**config.mk**
```make
export PLATFORM = sky130hd
export DESIGN_NAME = axi_lite_master_flat
export DESIGN_NICKNAME = d
export VERILOG_FILES = /design/src/rtl/axi_lite_master_if.sv /design/src/rtl/axi_lite_master.sv /design/src/flat_wrapper.sv
export SDC_FILE = /design/constraint.sdc
export NUM_CORES = 1
export LEC_CHECK = 0
export ABC_AREA = 1
export BUFFER_PORTS_ARGS = -buffer_cell sky130_fd_sc_hd__buf_2
export CAP_MARGIN = 20
export CORE_UTILIZATION = 44
export DETAILED_ROUTE_END_ITERATION = 8
export PLACE_DENSITY = 0.84
export SLEW_MARGIN = 30
export SYNTH_ARGS = -nofsm -noshare
export SYNTH_HDL_FRONTEND = slang
export SYNTH_SLANG_ARGS = --single-unit
```
**constraint.sdc**
```tcl
create_clock -name clk -period 1.8 [get_ports clk]
set_clock_uncertainty 0.15 [all_clocks]
set_input_delay 0.36 -clock clk [delete_from_list [all_inputs] [get_ports clk]]
set_output_delay 0.36 -clock clk [all_outputs]
set_load 0.03 [all_outputs]
```
**src/rtl/axi_lite_master_if.sv**
```systemverilog
// AXI4-Lite AR/R/AW/W/B channel bundle between an initiator and a completer.
// Modports give each side its own signal directions.
interface axi_lite_master_if #(
  parameter int ADDR_W = 32,
  parameter int DATA_W = 32
);
  logic                arvalid;
  logic                arready;
  logic [ADDR_W-1:0]   araddr;
  logic                rvalid;
  logic                rready;
  logic [DATA_W-1:0]   rdata;
  logic [1:0]          rresp;
  logic                awvalid;
  logic                awready;
  logic [ADDR_W-1:0]   awaddr;
  logic                wvalid;
  logic                wready;
  logic [DATA_W-1:0]   wdata;
  logic [DATA_W/8-1:0] wstrb;
  logic                bvalid;
  logic                bready;
  logic [1:0]          bresp;

  modport master (
    output arvalid, araddr, rready, awvalid, awaddr, wvalid, wdata, wstrb, bready,
    input  arready, rvalid, rdata, rresp, awready, wready, bvalid, bresp
  );

  modport slave (
    input  arvalid, araddr, rready, awvalid, awaddr, wvalid, wdata, wstrb, bready,
    output arready, rvalid, rdata, rresp, awready, wready, bvalid, bresp
  );
endinterface

```
**src/rtl/axi_lite_master.sv**
```systemverilog
// Single-outstanding AXI4-Lite initiator: one read or write in flight, 3 cycles to resp_valid
// with a zero-wait slave. Every output is registered or decoded from state; resp held until resp_ready.
module axi_lite_master #(
  parameter int ADDR_W = 32,
  parameter int DATA_W = 32
) (
  input  logic                clk,
  input  logic                rst,
  input  logic                req_valid,
  output logic                req_ready,
  input  logic                req_wen,
  input  logic [ADDR_W-1:0]   req_addr,
  input  logic [DATA_W-1:0]   req_wdata,
  input  logic [DATA_W/8-1:0] req_wstrb,
  output logic                resp_valid,
  input  logic                resp_ready,
  output logic [DATA_W-1:0]   resp_rdata,
  output logic                resp_err,
  axi_lite_master_if.master   axi
);

  typedef enum logic [2:0] {
    IDLE = 3'd0,
    AR   = 3'd1,
    R    = 3'd2,
    WR   = 3'd3,
    B    = 3'd4,
    RESP = 3'd5
  } state_e;

  state_e              state_q, state_d;
  logic [ADDR_W-1:0]   addr_q, addr_d;
  logic [DATA_W-1:0]   wdata_q, wdata_d;
  logic [DATA_W/8-1:0] wstrb_q, wstrb_d;
  logic [DATA_W-1:0]   rdata_q, rdata_d;
  logic                err_q, err_d;
  logic                aw_done_q, aw_done_d;
  logic                w_done_q, w_done_d;

  // Handshakes are formed from registered state so no input reaches an output.
  logic req_hs, ar_hs, r_hs, aw_hs, w_hs, b_hs;
  assign req_hs = (state_q == IDLE) && req_valid;
  assign ar_hs  = (state_q == AR) && axi.arready;
  assign r_hs   = (state_q == R) && axi.rvalid;
  assign aw_hs  = (state_q == WR) && !aw_done_q && axi.awready;
  assign w_hs   = (state_q == WR) && !w_done_q && axi.wready;
  assign b_hs   = (state_q == B) && axi.bvalid;

  always_ff @(posedge clk or negedge rst) begin
    if (!rst) begin
      state_q   <= IDLE;
      addr_q    <= '0;
      wdata_q   <= '0;
      wstrb_q   <= '0;
      rdata_q   <= '0;
      err_q     <= 1'b0;
      aw_done_q <= 1'b0;
      w_done_q  <= 1'b0;
    end else begin
      state_q   <= state_d;
      addr_q    <= addr_d;
      wdata_q   <= wdata_d;
      wstrb_q   <= wstrb_d;
      rdata_q   <= rdata_d;
      err_q     <= err_d;
      aw_done_q <= aw_done_d;
      w_done_q  <= w_done_d;
    end
  end

  always_comb begin
    state_d = state_q;
    unique case (state_q)
      IDLE: if (req_hs) state_d = req_wen ? WR : AR;
      AR:   if (ar_hs) state_d = R;
      R:    if (r_hs) state_d = RESP;
      WR:   if ((aw_done_q || aw_hs) && (w_done_q || w_hs)) state_d = B;
      B:    if (b_hs) state_d = RESP;
      RESP: if (resp_ready) state_d = IDLE;
      default: state_d = IDLE;
    endcase
  end

  always_comb begin
    addr_d    = addr_q;
    wdata_d   = wdata_q;
    wstrb_d   = wstrb_q;
    rdata_d   = rdata_q;
    err_d     = err_q;
    aw_done_d = aw_done_q;
    w_done_d  = w_done_q;
    if (req_hs) begin
      addr_d    = req_addr;
      wdata_d   = req_wdata;
      wstrb_d   = req_wstrb;
      aw_done_d = 1'b0;
      w_done_d  = 1'b0;
    end
    if (aw_hs) aw_done_d = 1'b1;
    if (w_hs)  w_done_d  = 1'b1;
    if (r_hs) begin
      rdata_d = axi.rdata;
      err_d   = (axi.rresp != 2'b00);
    end
    if (b_hs) begin
      rdata_d = '0;
      err_d   = (axi.bresp != 2'b00);
    end
  end

  always_comb begin
    req_ready   = (state_q == IDLE);
    resp_valid  = (state_q == RESP);
    resp_rdata  = rdata_q;
    resp_err    = err_q;
    axi.arvalid = (state_q == AR);
    axi.araddr  = addr_q;
    axi.rready  = (state_q == R);
    axi.awvalid = (state_q == WR) && !aw_done_q;
    axi.awaddr  = addr_q;
    axi.wvalid  = (state_q == WR) && !w_done_q;
    axi.wdata   = wdata_q;
    axi.wstrb   = wstrb_q;
    axi.bready  = (state_q == B);
  end

endmodule

```
**src/flat_wrapper.sv**
```systemverilog
// flat-port wrapper written by rule: the top's interface ports become plain ports
module axi_lite_master_flat 
#(
  parameter int ADDR_W = 32,
  parameter int DATA_W = 32
)
  (clk, rst, req_valid, req_ready, req_wen, req_addr, req_wdata, req_wstrb, resp_valid, resp_ready, resp_rdata, resp_err, axi_arvalid, axi_araddr, axi_rready, axi_awvalid, axi_awaddr, axi_wvalid, axi_wdata, axi_wstrb, axi_bready, axi_arready, axi_rvalid, axi_rdata, axi_rresp, axi_awready, axi_wready, axi_bvalid, axi_bresp);
  axi_lite_master_if #(.ADDR_W(ADDR_W), .DATA_W(DATA_W)) axi_i ();
  input  logic clk;
  input  logic rst;
  input  logic req_valid;
  output logic req_ready;
  input  logic req_wen;
  input  logic [ADDR_W-1:0] req_addr;
  input  logic [DATA_W-1:0] req_wdata;
  input  logic [DATA_W/8-1:0] req_wstrb;
  output logic resp_valid;
  input  logic resp_ready;
  output logic [DATA_W-1:0] resp_rdata;
  output logic resp_err;
  output wire logic [$bits(axi_i.arvalid)-1:0] axi_arvalid;
  output wire logic [$bits(axi_i.araddr)-1:0] axi_araddr;
  output wire logic [$bits(axi_i.rready)-1:0] axi_rready;
  output wire logic [$bits(axi_i.awvalid)-1:0] axi_awvalid;
  output wire logic [$bits(axi_i.awaddr)-1:0] axi_awaddr;
  output wire logic [$bits(axi_i.wvalid)-1:0] axi_wvalid;
  output wire logic [$bits(axi_i.wdata)-1:0] axi_wdata;
  output wire logic [$bits(axi_i.wstrb)-1:0] axi_wstrb;
  output wire logic [$bits(axi_i.bready)-1:0] axi_bready;
  input wire logic [$bits(axi_i.arready)-1:0] axi_arready;
  input wire logic [$bits(axi_i.rvalid)-1:0] axi_rvalid;
  input wire logic [$bits(axi_i.rdata)-1:0] axi_rdata;
  input wire logic [$bits(axi_i.rresp)-1:0] axi_rresp;
  input wire logic [$bits(axi_i.awready)-1:0] axi_awready;
  input wire logic [$bits(axi_i.wready)-1:0] axi_wready;
  input wire logic [$bits(axi_i.bvalid)-1:0] axi_bvalid;
  input wire logic [$bits(axi_i.bresp)-1:0] axi_bresp;
  assign axi_arvalid = axi_i.arvalid;
  assign axi_araddr = axi_i.araddr;
  assign axi_rready = axi_i.rready;
  assign axi_awvalid = axi_i.awvalid;
  assign axi_awaddr = axi_i.awaddr;
  assign axi_wvalid = axi_i.wvalid;
  assign axi_wdata = axi_i.wdata;
  assign axi_wstrb = axi_i.wstrb;
  assign axi_bready = axi_i.bready;
  assign axi_i.arready = axi_arready;
  assign axi_i.rvalid = axi_rvalid;
  assign axi_i.rdata = axi_rdata;
  assign axi_i.rresp = axi_rresp;
  assign axi_i.awready = axi_awready;
  assign axi_i.wready = axi_wready;
  assign axi_i.bvalid = axi_bvalid;
  assign axi_i.bresp = axi_bresp;
  axi_lite_master #(.ADDR_W(ADDR_W), .DATA_W(DATA_W)) u_core (.clk(clk), .rst(rst), .req_valid(req_valid), .req_ready(req_ready), .req_wen(req_wen), .req_addr(req_addr), .req_wdata(req_wdata), .req_wstrb(req_wstrb), .resp_valid(resp_valid), .resp_ready(resp_ready), .resp_rdata(resp_rdata), .resp_err(resp_err), .axi(axi_i));
endmodule
```
==> out/results.txt <==
Outcome: complete, but fails checks
Failing checks: setup timing
CTS Buf Count: 9
Crit end category: output pin
Post-Synthesis Mean Instance Area: 8.49 sq um
Clk buf depth: 2
Internal reg-to-reg setup slack: 0.05 ns
Synthesized Nets: 642
Area contributors post-synth: dfrtp_1, nand2_1, buf_4, buf_6, buf_2
Initial antenna violation count: 0
Worst-path fanout max: 7
Post-route DRC: 0
GPL Wtd Cong: 0.772
Setup WS post-layout: -0.0714 ns
Worst Reg2Reg Path Length in Cells: 9
Overall Global Routing Usage: 19.9%
Synth Register Bits: 106
Largest net degree at the start of global routing: 107
Dpl hpwl: 7660 um
PD cells: 2060 nW/um^2
Initial core utilization: 45.7%
Layout area overhead: 34.0%
WL per Instance: 12.3 um
Root Buffer: clkbuf_8
ANT nets after route: 0
Share of layout cells above drive strength 1: 40.7%
CTS tree: yes
DP Worst Slack: 0.138 ns
Combinational power share: 55.5%
Io pins: 254
RR Endpoint: u_core.aw_done_q
First-pass DRT Iterations: 4
Synthesis Warnings: 0
Critical Path RT: 1.29 ns
IO buf count: 253
Reg-to-reg critical path startpoint: u_core.state_q[2]
First-pass GRT wire length: 16300 um
Hold path cells: 3
Period minus WS final: 1.87 ns
WS Path Type: reg2out
Num rows: 36
Clk pwr share: 11.2%
Fill cell count: 865
Final hold vios: 0
Max-cap viol count: 0
Vias in the first global route: 3502
Die Y: 103 um
DR vias/cell: 4.47
H-tree depth: 3
Seq/Total Area, Yosys: 59.2%
Core area: 9820 sq um
GRT overflow: 0
Final period utilization: 104%
Sw Ratio: 51.7%
CTS sink cnt: 106
Most common cell after layout, fill and taps aside: nand2_1
Commonest non-fill, non-tap cells in the layout: nand2_1, buf_2, dfrtp_1
Post-synth top area share: 59.2%
Hold Crit Class: in2reg
Crit start category: flip-flop
Placed cell areas: 5650 sq um
Hold Path End: u_core.resp_rdata[18]
Syn Std Cell Area: 4480 sq um
Worst path arrival time: 1.36 ns
RSZ-0062 raised after global routing: true
P_sw: 6.38 mW
Final wirelength: 11000 um
Slew Limit Fails: 0
Post-synth top area cell: dfrtp_1
Chip Width: 103 um
Slew headroom: 61.1%
Post-route cell area: 6010 sq um
Peak VDD IR: 1.03 mV
Clock latency on the worst-skew pair: 0.35 ns
Post-Syn Instances: 528
Nets: 870
Die area: 10600 sq um
Peak Freq: 534 MHz
P_leak: 3.69 nW
Vias: 3999
Hold Startpoint: axi_rdata[18]
Synth unique cells: 19
Int Pwr: 5.97 mW
Worst-Margin Slew: 0.583 ns
Total Power: 12.4 mW
Final setup violation count: 6
ANT cells: 0
CTS clk-pin slew, worst paths: 0.11 ns
Flop pwr share: 33.4%
1st-iter DRT viols: 81
[worst max path at each step]
stage	endpoint	depth (start not counted)	slack (ns)	startpoint
after floorplan	u_core.resp_rdata[10]	8	0.03	u_core.state_q[0]
after global placement	axi_wvalid	5	0.15	u_core.state_q[0]
after detailed placement	u_core.axi.wdata[20]	6	0.14	u_core.state_q[1]
after CTS	axi_arvalid	4	-0.06	u_core.state_q[2]
after global routing	axi_arvalid	5	-0.13	u_core.state_q[2]
final	resp_valid	3	-0.07	u_core.state_q[0]
[area by class of cell]
type                       count  area, sq um  area share, %
sequential                   106         2660           44.2
timing repair buffer         272         1530           25.4
multi-input combinational    350         1410           23.4
clock buffer                   9          124           2.06
tap                          133          166           2.77
inverter                      17         66.3           1.10
clock inverter                 7         60.1           1.00
[repair_timing]
action,4_1_cts,5_1_grt
setup endpoints to repair,7,58
buffers inserted,4,5
endpoints found under the hold margin,106,0
hold buffers,1,0
resized for setup,24,10
pin swaps,3,5
[critical path, cell delays in order, from the launching register on]
cell,delay (ns)
dfrtp_2,0.51
inv_4,0.09
nor3_1,0.20
buf_4,0.20
[stage by stage]
| step | setup TNS [ns] | cells | hold WS (ns) | utilization [%] |
|---|---|---|---|---|
| CTS | -0.278 | 889 | 0.0146 | 60.5 |
| floorplan | 0 | 528 | -0.0856 | - |
| detailed placement | 0 | 868 | 0.303 | 57.5 |
| global route | -0.786 | 894 | 0.0254 | 61.2 |
| finish | -0.316 | 894 | 0.0293 | 61.2 |
| global placement | 0 | 868 | 0.299 | 57.5 |
[cell usage after synthesis (all sizes together)]
cell type,count
a21oi,3
buf,54
clkbuf,1
dfrtp,106
inv,17
nand2,318
nand3,8
nand4,1
nor2,14
nor3,3
o211ai,1
o21ai,1
or2,1
[metal layers]
metal	global-route usage, %	part of all wire, %	vias up
li1	-	-	2005
met1	25.2	42	1823
met2	33.5	50	156
met3	4.27	6.5	15
met4	7.58	1.5	0
met5	0	0	-
[registers in the layout, summed over array words and instances (netlist names)]
name and cells:
u_core.axi.araddr 32, u_core.axi.wdata 32, u_core.resp_rdata 32, u_core.axi.wstrb 4
u_core.state_q 3, u_core.aw_done_q 1, u_core.resp_err 1, u_core.w_done_q 1
[cells by family after synthesis]
group | Yosys count | synth area share (%)
AOI/OAI and AO/OA | 5 | 0.614
buffers and inverters | 72 | 10.4
DFF | 106 | 59.2
and+or+nand+nor | 345 | 29.8
[power groups by stage]
stage	Combinational, mW	Sequential, mW	Clock (mW)
CTS	6.72	4.14	1.42
global placement	6.43	4.12	0
detailed placement	6.56	4.13	0
finish	6.85	4.12	1.38
global route	7.43	4.28	1.50
floorplan	3.09	6.04	0
Power figures use the tool's default switching activity.
